## config.mk

```make
export PLATFORM = sky130hd
export DESIGN_NAME = dm_mem_ctrl
export DESIGN_NICKNAME = d
export VERILOG_FILES = /design/src/rtl/dm_mem_ctrl.sv
export SDC_FILE = /design/constraint.sdc
export NUM_CORES = 1
export LEC_CHECK = 0
export BUFFER_PORTS_ARGS = -buffer_cell sky130_fd_sc_hd__buf_4
export CAP_MARGIN = 0
export CORE_AREA = 2 2 305 307
export CTS_BUF_LIST = sky130_fd_sc_hd__clkbuf_2
export CTS_CLUSTER_DIAMETER = 80
export DETAILED_ROUTE_END_ITERATION = 7
export DIE_AREA = 0 0 307 309
export PLACE_DENSITY = 0.3
export SYNTH_ARGS = -nofsm -noshare
export SYNTH_HDL_FRONTEND = slang
export SYNTH_SLANG_ARGS = --single-unit
```

## constraint.sdc

```tcl
create_clock -name clk_i -period 4 [get_ports clk_i]
set_clock_uncertainty 0.1 [all_clocks]
set_input_delay 0.2 -clock clk_i [delete_from_list [all_inputs] [get_ports clk_i]]
set_output_delay 0.2 -clock clk_i [all_outputs]
set_load 0.01 [all_outputs]
```

## src/rtl/dm_mem_ctrl.sv

```systemverilog
// dm_mem_ctrl: registered debug-memory slave for the RISC-V Debug Module.
// Decodes hart-side bus accesses to the debug memory window, keeps per-hart
// halted/go/resume flags and sequences abstract-command execution.
// Optional feature macro: DM_MEM_CTRL_BE_EN (byte enables forwarded to the
// data registers and enforced as full-word on status writes).
module dm_mem_ctrl #(
    parameter int          NrHarts        = 1,
    parameter int          BusWidth       = 32,
    parameter int          DbgAddressBits = 12,
    parameter int unsigned DataAddr       = 'h380,
    parameter int          DataCount      = 2,
    parameter int          ProgBufSize    = 8,
    parameter int          AbsCmdWords    = 10,
    parameter int unsigned ResumeAddr     = 'h804,
    localparam int         HartSelW       = (NrHarts > 1) ? $clog2(NrHarts) : 1,
    localparam int         IdxW           = $clog2(DataCount) + 1
) (
    input  logic                      clk_i,
    input  logic                      rst_i,
    input  logic                      req_i,
    input  logic                      we_i,
    input  logic [BusWidth-1:0]       addr_i,
    input  logic [BusWidth-1:0]       wdata_i,
    input  logic [BusWidth/8-1:0]     be_i,
    output logic                      rvalid_o,
    output logic [BusWidth-1:0]       rdata_o,
    output logic                      err_o,
    input  logic                      go_i,
    input  logic                      resume_i,
    input  logic [HartSelW-1:0]       hartsel_i,
    input  logic [32*DataCount-1:0]   data_i,
    input  logic [32*ProgBufSize-1:0] progbuf_i,
    input  logic [32*AbsCmdWords-1:0] abscmd_i,
    output logic                      data_we_o,
    output logic [IdxW-1:0]           data_idx_o,
    output logic [31:0]               data_wdata_o,
    output logic [3:0]                data_be_o,
    output logic [NrHarts-1:0]        halted_o,
    output logic [NrHarts-1:0]        resumeack_o,
    output logic                      exception_o,
    output logic                      cmd_busy_o
);

    // Program buffer sits directly below the data words, abstract command below that.
    localparam int unsigned PbBase  = DataAddr - 4 * ProgBufSize;
    localparam int unsigned AcBase  = PbBase - 4 * AbsCmdWords;
    localparam int unsigned DataEnd = DataAddr + 4 * DataCount;

    localparam logic [31:0] AddrHalted   = 32'h100;
    localparam logic [31:0] AddrGoing    = 32'h108;
    localparam logic [31:0] AddrResuming = 32'h110;
    localparam logic [31:0] AddrExcept   = 32'h118;
    localparam logic [31:0] AddrWhereTo  = 32'h300;
    localparam logic [31:0] FlagsLo      = 32'h400;
    localparam logic [31:0] FlagsHi      = 32'h7FC;

    typedef enum logic [1:0] {S_IDLE, S_GO, S_EXEC} state_e;

    state_e              r_state;
    logic [HartSelW-1:0] r_cmd_hart;
    logic [NrHarts-1:0]  r_halted;
    logic [NrHarts-1:0]  r_go;
    logic [NrHarts-1:0]  r_resume;

    logic [31:0]         w_waddr;
    logic                w_in_data, w_in_flags;
    logic                w_is_halt, w_is_going, w_is_res, w_is_exc, w_status_be_ok;
    logic                w_wid_ok, w_hs_ok, w_wr_ok, w_rd_hit, w_err;
    logic [31:0]         w_rdata;
    logic [31:0]         w_go_ext, w_res_ext, w_halt_ext;
    logic [HartSelW-1:0] w_wid;
    logic [NrHarts-1:0]  w_id_oh, w_hs_oh, w_halted_upd;
    logic                w_wr, w_halt_wr, w_going_wr, w_res_wr, w_exc_wr;
    logic                w_end_cmd, w_to_exec, w_exc_pulse, w_idle_after;
    logic                w_sel_halted, w_go_ok, w_res_ok;
    logic [31:0]         w_data_rel;
    logic                w_unused;

    // Word-aligned offset inside the decoded window.
    assign w_waddr    = 32'(addr_i[DbgAddressBits-1:0]) & 32'hFFFF_FFFC;
    assign w_in_data  = (w_waddr >= DataAddr) && (w_waddr < DataEnd);
    assign w_in_flags = (w_waddr >= FlagsLo) && (w_waddr <= FlagsHi);
    assign w_is_halt  = (w_waddr == AddrHalted);
    assign w_is_going = (w_waddr == AddrGoing);
    assign w_is_res   = (w_waddr == AddrResuming);
    assign w_is_exc   = (w_waddr == AddrExcept);

`ifdef DM_MEM_CTRL_BE_EN
    assign w_status_be_ok = (be_i[3:0] == 4'hF);
    assign data_be_o      = be_i[3:0];
`else
    assign w_status_be_ok = 1'b1;
    assign data_be_o      = 4'hF;
`endif

    // Hart ids written to Halted/Resuming are range-checked on the full word.
    assign w_wid    = wdata_i[HartSelW-1:0];
    assign w_wid_ok = (wdata_i < 32'(NrHarts));
    assign w_hs_ok  = (32'(hartsel_i) < 32'(NrHarts));

    assign w_wr_ok = w_in_data
                   | (w_status_be_ok & ((w_is_halt & w_wid_ok) | (w_is_res & w_wid_ok)
                                        | w_is_going | w_is_exc));

    assign w_go_ext  = 32'(r_go);
    assign w_res_ext = 32'(r_resume);

    // Read mux across WhereTo, data, program buffer, abstract command and flag regions.
    always_comb begin
        w_rdata  = '0;
        w_rd_hit = 1'b0;
        if (w_waddr == AddrWhereTo) begin
            w_rd_hit = 1'b1;
            w_rdata  = (r_state != S_IDLE) ? AcBase : ResumeAddr;
        end
        for (int i = 0; i < DataCount; i++) begin
            if (w_waddr == DataAddr + 4 * i) begin
                w_rd_hit = 1'b1;
                w_rdata  = data_i[32*i +: 32];
            end
        end
        for (int i = 0; i < ProgBufSize; i++) begin
            if (w_waddr == PbBase + 4 * i) begin
                w_rd_hit = 1'b1;
                w_rdata  = progbuf_i[32*i +: 32];
            end
        end
        for (int i = 0; i < AbsCmdWords; i++) begin
            if (w_waddr == AcBase + 4 * i) begin
                w_rd_hit = 1'b1;
                w_rdata  = abscmd_i[32*i +: 32];
            end
        end
        if (w_in_flags) begin
            w_rd_hit = 1'b1;
            for (int n = 0; n < 4; n++) begin
                if (32'({w_waddr[9:2], 2'(n)}) < 32'(NrHarts))
                    w_rdata[8*n +: 8] = {6'b0, w_res_ext[{w_waddr[4:2], 2'(n)}],
                                         w_go_ext[{w_waddr[4:2], 2'(n)}]};
            end
        end
    end

    assign w_err = we_i ? ~w_wr_ok : ~w_rd_hit;

    // Data-register writes go out combinationally in the request cycle.
    assign w_data_rel   = w_waddr - DataAddr;
    assign data_we_o    = req_i & we_i & w_in_data;
    assign data_idx_o   = w_data_rel[IdxW+1:2];
    assign data_wdata_o = wdata_i;

    // Side effects of an accepted bus write.
    assign w_wr       = req_i & we_i & ~w_err;
    assign w_halt_wr  = w_wr & w_is_halt;
    assign w_going_wr = w_wr & w_is_going;
    assign w_res_wr   = w_wr & w_is_res;
    assign w_exc_wr   = w_wr & w_is_exc;
    assign w_id_oh    = NrHarts'(1) << w_wid;
    assign w_hs_oh    = NrHarts'(1) << hartsel_i;

    assign w_end_cmd    = (w_halt_wr & (r_state != S_IDLE) & (w_wid == r_cmd_hart))
                        | (w_exc_wr & (r_state == S_EXEC));
    assign w_exc_pulse  = w_exc_wr & (r_state == S_EXEC);
    assign w_to_exec    = w_going_wr & (r_state == S_GO);
    assign w_idle_after = (r_state == S_IDLE) | w_end_cmd;

    // go_i / resume_i see the halted flags and state as left by this cycle's write.
    assign w_halted_upd = (r_halted | (w_halt_wr ? w_id_oh : '0)) & ~(w_res_wr ? w_id_oh : '0);
    assign w_halt_ext   = 32'(w_halted_upd);
    assign w_sel_halted = w_halt_ext[5'(hartsel_i)];
    assign w_go_ok      = go_i & w_idle_after & w_hs_ok & w_sel_halted;
    assign w_res_ok     = resume_i & w_idle_after & w_hs_ok & w_sel_halted;

    assign halted_o   = r_halted;
    assign cmd_busy_o = (r_state != S_IDLE);

    assign w_unused = ^{addr_i[BusWidth-1:DbgAddressBits], addr_i[1:0], be_i};

    // Bus response, per-hart flags, pulses and the abstract-command FSM.
    always_ff @(posedge clk_i or posedge rst_i) begin
        if (rst_i) begin
            rvalid_o    <= 1'b0;
            err_o       <= 1'b0;
            rdata_o     <= '0;
            r_halted    <= '0;
            r_go        <= '0;
            r_resume    <= '0;
            resumeack_o <= '0;
            exception_o <= 1'b0;
            r_state     <= S_IDLE;
            r_cmd_hart  <= '0;
        end else begin
            rvalid_o    <= req_i;
            err_o       <= req_i & w_err;
            rdata_o     <= (req_i & ~we_i & ~w_err) ? w_rdata : '0;
            r_halted    <= w_halted_upd;
            r_go        <= (r_go & ((w_end_cmd | w_to_exec) ? '0 : '1)) | (w_go_ok ? w_hs_oh : '0);
            r_resume    <= (r_resume & ~(w_res_wr ? w_id_oh : '0)) | (w_res_ok ? w_hs_oh : '0);
            resumeack_o <= w_res_wr ? w_id_oh : '0;
            exception_o <= w_exc_pulse;
            if (w_go_ok) begin
                r_state    <= S_GO;
                r_cmd_hart <= hartsel_i;
            end else if (w_end_cmd) begin
                r_state <= S_IDLE;
            end else if (w_to_exec) begin
                r_state <= S_EXEC;
            end
        end
    end

endmodule

```

After elaboration in Yosys (flattened, before gate mapping)
Cells that the tools add are included.

Input port bits: 715. Word-level logic and storage cells: 157. Register bits: 42. Output and inout bits: 77.

Reduce and logical (&&, ||, !) cells: 5. $add $sub $neg: 1. Shift operators: 2. Muxes and demuxes: 62. Bitwise operators: 40. $lt $le $gt $ge: 9. Equality and inequality tests: 28.

Operators by type and width (count): $mux W32 (22); $eq A10 B8 Y1 const B (21); $eq A10 B7 Y1 const B (4); $lt A32 B1 Y1 const B (1); $mux W1 (32); $and A1 B1 Y1 (25); $mux W8 (2); $ge A12 B10 Y1 const B (1); $ge A12 B11 Y1 const B (1); $le A12 B11 Y1 const B (1); $lt A12 B10 Y1 const B (1); $mux W12 (1); $lt A10 B1 Y1 const B (1); $or A1 B1 Y1 (10); $bmux W1 S3 (2); $lt A1 B6 Y1 const B (1); $lt A5 B6 Y1 const B (1); $mux W2 (3); $not A1 Y1 (5); $sub A4 B1 Y4 const B (1); $reduce_bool A3 Y1 (1); $eq A2 B1 Y1 const B (1); $eq A2 B2 Y1 const B (1); $logic_and A1 B1 Y1 (2); other kinds (5) (6).

Logic depth before layout (Yosys ltp)
Word-level depth: 37. Gate-level depth with buffers: 11. Depth with buffers taken out: 9.

Worst setup path after synthesis
Ideal clock, no wire load.

Kind: input to register. Start point: in addr_i[4]. End point: reg r_cmd_hart. Required time: 3781 ps. Setup slack: 1550 ps. Path buffers: 1. Cell stages on the path: 9. Library setup time: 119 ps. Arrival: 2231 ps. Path through: or4_1 -> buf_2 -> or3_4 -> nand3b_1 -> nor2_1 -> or4_1 -> o21ai_2 -> nand3_1 -> and2_1.

Cells in the longest elaborated chain, start to end: 35. Elaborated cells between the ends (all ways): 82. Classes of those cells: order compare: 4; eq/ne: 25; mux: 27; bitwise: 24; reduce/logical: 2.

Ends and longest elaborated chain: start: declaration (line 22) `input logic [BusWidth-1:0] addr_i,`; $eq A10 B8 Y1 (line 112) `if (w_waddr == AddrWhereTo) begin`; $mux W1 (line 112); $mux W1 (2 in series) (line 117) `if (w_waddr == DataAddr + 4 * i) begin`; $mux W1 (8 in series) (line 123) `if (w_waddr == PbBase + 4 * i) begin`; $mux W1 (10 in series) (line 129) `if (w_waddr == AcBase + 4 * i) begin`; $mux W1 (line 134) `if (w_in_flags) begin`; $not A1 Y1 (line 144) `assign w_err = we_i ? ~w_wr_ok : ~w_rd_hit;`; $mux W1 (line 144); $not A1 Y1 (line 153) `assign w_wr = req_i & we_i & ~w_err;`; $and A1 B1 Y1 (line 153); $and A1 B1 Y1 (line 154) `assign w_halt_wr = w_wr & w_is_halt;`; $and A1 B1 Y1 (2 in series) (line 161) `assign w_end_cmd = (w_halt_wr & (r_state != S_IDLE) & (w_wid == r_cmd_hart))`; $or A1 B1 Y1 (line 162) `| (w_exc_wr & (r_state == S_EXEC));`; $or A1 B1 Y1 (line 165) `assign w_idle_after = (r_state == S_IDLE) | w_end_cmd;`; $and A1 B1 Y1 (2 in series) (line 171) `assign w_go_ok = go_i & w_idle_after & w_hs_ok & w_sel_halted;`; $and A1 B1 Y1 (*) (line 171); end signal: assignment (line 203) `r_cmd_hart <= hartsel_i;`; end: declaration (line 60) `logic [HartSelW-1:0] r_cmd_hart;`.

Mark *: on every way between the ends. The rest lies on a longest branch, timed or not. The select of a mux whose other input is x is not followed. A chain may end at the register's enable or synchronous reset.

Final worst setup path
Start point: in addr_i[4]. End point: reg rdata_o[17].

Cells in the longest elaborated chain, start to end: 28. Elaborated cells between the ends (all ways): 85. Classes of those cells: order compare: 4; eq/ne: 25; mux: 44; bitwise: 10; reduce/logical: 2.

Ends and longest elaborated chain: $eq A10 B8 Y1 (line 112); $mux W1 (line 112); $mux W1 (2 in series) (line 117); $mux W1 (8 in series) (line 123); $mux W1 (10 in series) (line 129); $mux W1 (line 134); $not A1 Y1 (line 144); $mux W1 (line 144); $not A1 Y1 (line 195) `rdata_o <= (req_i & ~we_i & ~w_err) ? w_rdata : '0;`; $and A1 B1 Y1 (line 195); $mux W32 (*) (line 195); end signal: assignment (line 195); end: declaration (line 26) `output logic [BusWidth-1:0] rdata_o,`.

Mark *: on every way between the ends. The rest lies on a longest branch, timed or not.

==> results.sh <==
export IMPL_grt_max_degree=54
export IMPL_end_kind="flip-flop"
export IMPL_clock_sinks=42
export IMPL_clk_pin_slew_ns=0.29
export IMPL_cp_max_fo=21
export IMPL_fp_dieW_um=307
export IMPL_drv_slew=0
export IMPL_drtPass1Iterations=5
export IMPL_via_per_inst=4.46
export IMPL_ir_drop_mv=0.0736
export IMPL_grtUsageTotal_pct=20.3
export IMPL_io_pins=792
export IMPL_relSlewSlack_pct=23.3
export IMPL_port_buffers=761
export IMPL_rsz0062_at_grt="no"
export IMPL_ant_nets=0
export IMPL_cts_inserted_buffers=5
export IMPL_post_place_ws_ns=0.282
export IMPL_layout_cells_most_common_list="buf_4 (859), o21ai_0 (171), nor2_1 (110)"
export IMPL_antenna_found_initial=29
export IMPL_start_util_pct=8.58
export IMPL_place_congestion=0.893
export IMPL_hpwlAfterDp_mm=86.6
export IMPL_stdcell_count=3224
export IMPL_cp_data_required_time_ns=4.41
export IMPL_final_common_cell="buf_4"
export IMPL_hp_class="in -> reg"
export IMPL_power_leakage_nw=7.09
export IMPL_cts_tree="yes"
export IMPL_postSynthAreaPerCell_sq_um=6.58
export IMPL_hold_violations=0
export IMPL_layout_min_cycle_time_ns=3.92
export IMPL_synth_edf_count=0
export IMPL_routedWlPerCell_um=31.6
export IMPL_clock_latency_ns=0.52
export IMPL_whs_ns=0.112
export IMPL_syn_area_sq_um=7840
export IMPL_path_cells="dlygate4sd3_1 > buf_4 > or4_1 > nor3_2 > buf_4 > a22oi_1 > o21ai_0 > o221ai_1 > a211oi_1 > buf_4 > o21ai_0 > a21oi_1 > dlygate4sd3_1"
export IMPL_synth_warning_count=0
export IMPL_cp_arrival_ns=4.33
export IMPL_setup_violations=0
export IMPL_maxCapViolCount=0
export IMPL_grt_ovfl_total=0
export IMPL_setup_tns_ns=0
export IMPL_crit_buf_inv=5
export IMPL_clk_path_buf_depth=2
export IMPL_drc=0
export IMPL_path_delay_family="buffers and inverters"
export IMPL_drive_above_1_share_pct=45.8
export IMPL_synth_seq_cells=42
export IMPL_grt_pass1_vias=14800
export IMPL_syn2layout_area_growth_pct=109
export IMPL_cpMostUsedCell="buf_4"
export IMPL_cpPeakStageDelay_ns=0.77
export IMPL_grt_first_pass_wirelength_mm=131
export IMPL_vias=14400
export IMPL_nNetsFinal=2743
export IMPL_tightest_slew_ns=1.14
export IMPL_netlist_instances=1192
export IMPL_n_fill_cell=10600
export IMPL_cp_slowest_cell="or4_1"
export IMPL_cts_root_buf="clkbuf_2"
export IMPL_drt_total_wl_mm=102
export IMPL_async_flop_share_pct=100
export IMPL_ys_types=70
export IMPL_fmax_mhz=255
export IMPL_timing_final_crit_share_pct=98.0
export IMPL_std_cell_rows=111
export IMPL_drt_iter0_drc=1325
export IMPL_die_area_sq_um=94900
export IMPL_core_area_sq_um=91400
export IMPL_die_h_um=309
export IMPL_htreeDepth=2
export IMPL_worstSetupPathType="in -> reg"
export IMPL_r2r_slack_ns=0.49
export IMPL_ys_seq_area_share_pct=13.4
export IMPL_power_density_nw_per_um2=101
export IMPL_ys_flop_type="dfrtp_1"
export IMPL_fin_ws_ns=0.0799
export IMPL_dp_cells=3099
export IMPL_critPathLaunchType="input pin"
export IMPL_status="finished, final reports clean"
[sequential cells by signal, summed over array words and instances (netlist names)]
signal / flops
rdata_o: 32
r_state: 2
err_o: 1
exception_o: 1
halted_o: 1
r_cmd_hart: 1
r_go: 1
r_resume: 1
resumeack_o: 1
rvalid_o: 1
[worst min-delay path, cell delays in order]
cell     delay [ns]
buf_4          0.08
o22ai_1        0.10
nor3_1         0.19
o21a_1         0.16
[metal layers]
metal / routed length (um) / GRT usage [%] / share of wire (%) / vias up
met5: 85 / 0 / 0.083 / -
met4: 1810 / 4.13 / 1.8 / 12
met3: 8460 / 4.23 / 8.3 / 90
met2: 47400 / 33.9 / 47 / 830
met1: 44100 / 27.0 / 43 / 7107
li1: - / - / - / 6334
[area by class of cell]
type                    instances  area, sq um  share of cell area, %
clock inverters                 2         15.0                 0.0916
flip-flops and latches         42         1050                   6.41
multi-input cells             989         6120                   37.3
repair buffers                969         7590                   46.3
clock buffers                   5         25.0                  0.153
diodes                         10         25.0                  0.153
well taps                    1186         1480                   9.05
inverters                      21         78.8                  0.481
[report_power, final]
part	internal (mW)	switching (mW)
clock	0.0386	0.205
combinational	0.560	0.418
sequential	0.429	0.00186
total	1.03	0.624
[synth_stat cells, drive strengths merged (2+ instances only)]
master | n | area share [%]
buf | 65 | 5.4
nand3b | 3 | 0.29
o2111ai | 3 | 0.34
a22oi | 86 | 8.2
and2 | 4 | 0.32
o22ai | 79 | 6.3
nand2b | 16 | 1.4
o221ai | 26 | 2.9
a21o | 2 | 0.19
o21ai | 176 | 11
a2111oi | 6 | 0.67
a211o | 6 | 0.67
mux2i | 13 | 1.7
or3 | 10 | 0.86
a21oi | 99 | 6.3
nand2 | 66 | 3.2
nor2 | 125 | 6.0
a22o | 9 | 1.0
nor4 | 25 | 2.5
or4 | 3 | 0.29
o22a | 2 | 0.22
clkbuf | 78 | 3.7
a211oi | 29 | 2.8
inv | 21 | 1.0
a31oi | 9 | 0.72
and3 | 3 | 0.24
a221oi | 22 | 2.5
nand4 | 6 | 0.48
dfrtp | 42 | 13
nor3 | 24 | 1.7
a221o | 16 | 2.0
nand4b | 2 | 0.22
o21a | 10 | 0.96
a311oi | 2 | 0.22
nor3b | 2 | 0.26
mux2 | 16 | 2.3
o211ai | 6 | 0.57
or2 | 5 | 0.40
nand3 | 37 | 2.4
a21boi | 2 | 0.19
o31ai | 5 | 0.48
nor2b | 9 | 0.72
a222oi | 10 | 1.3
[repair_timing]
action	4_1_cts	5_1_grt
hold buffers	105	0
buffers inserted	0	3
resized for setup	0	5
endpoints found under the setup margin	0	4
hold endpoints to repair	84	0
[metrics by stage]
stage          utilization (%)  total power, mW  area, sq um
2_1_floorplan                -            0.636         7850
3_3_place_gp              16.7             1.37        15200
3_5_place_dp              16.7             1.38        15200
4_1_cts                   17.9             1.68        16300
5_1_grt                   17.9             1.73        16400
6_report                  17.9             1.65        16400
[logic make-up after synthesis]
logic type	after synthesis	synth area share, %
DFF	42	13.4
muxes	29	3.96
buffers and inverters	164	10.2
other	1	0.0478
AOI/OAI and AO/OA	609	50.3
xor gates and xnor gates	1	0.112
and+or+nand+nor	346	22.0
[final timing paths]
kind / startpoint / endpoint / cells past startpoint
setup / recovery: addr_i[4] / rdata_o[17] / 13
setup reg to reg: r_state[0] / rdata_o[9] / 12
max in group asynchronous: rst_i / rdata_o[29] / 5
min in group asynchronous: rst_i / resumeack_o / 4
hold / removal: abscmd_i[259] / rdata_o[3] / 4
hold reg to reg: r_go / r_go / 2
Power figures use the tool's default switching activity.
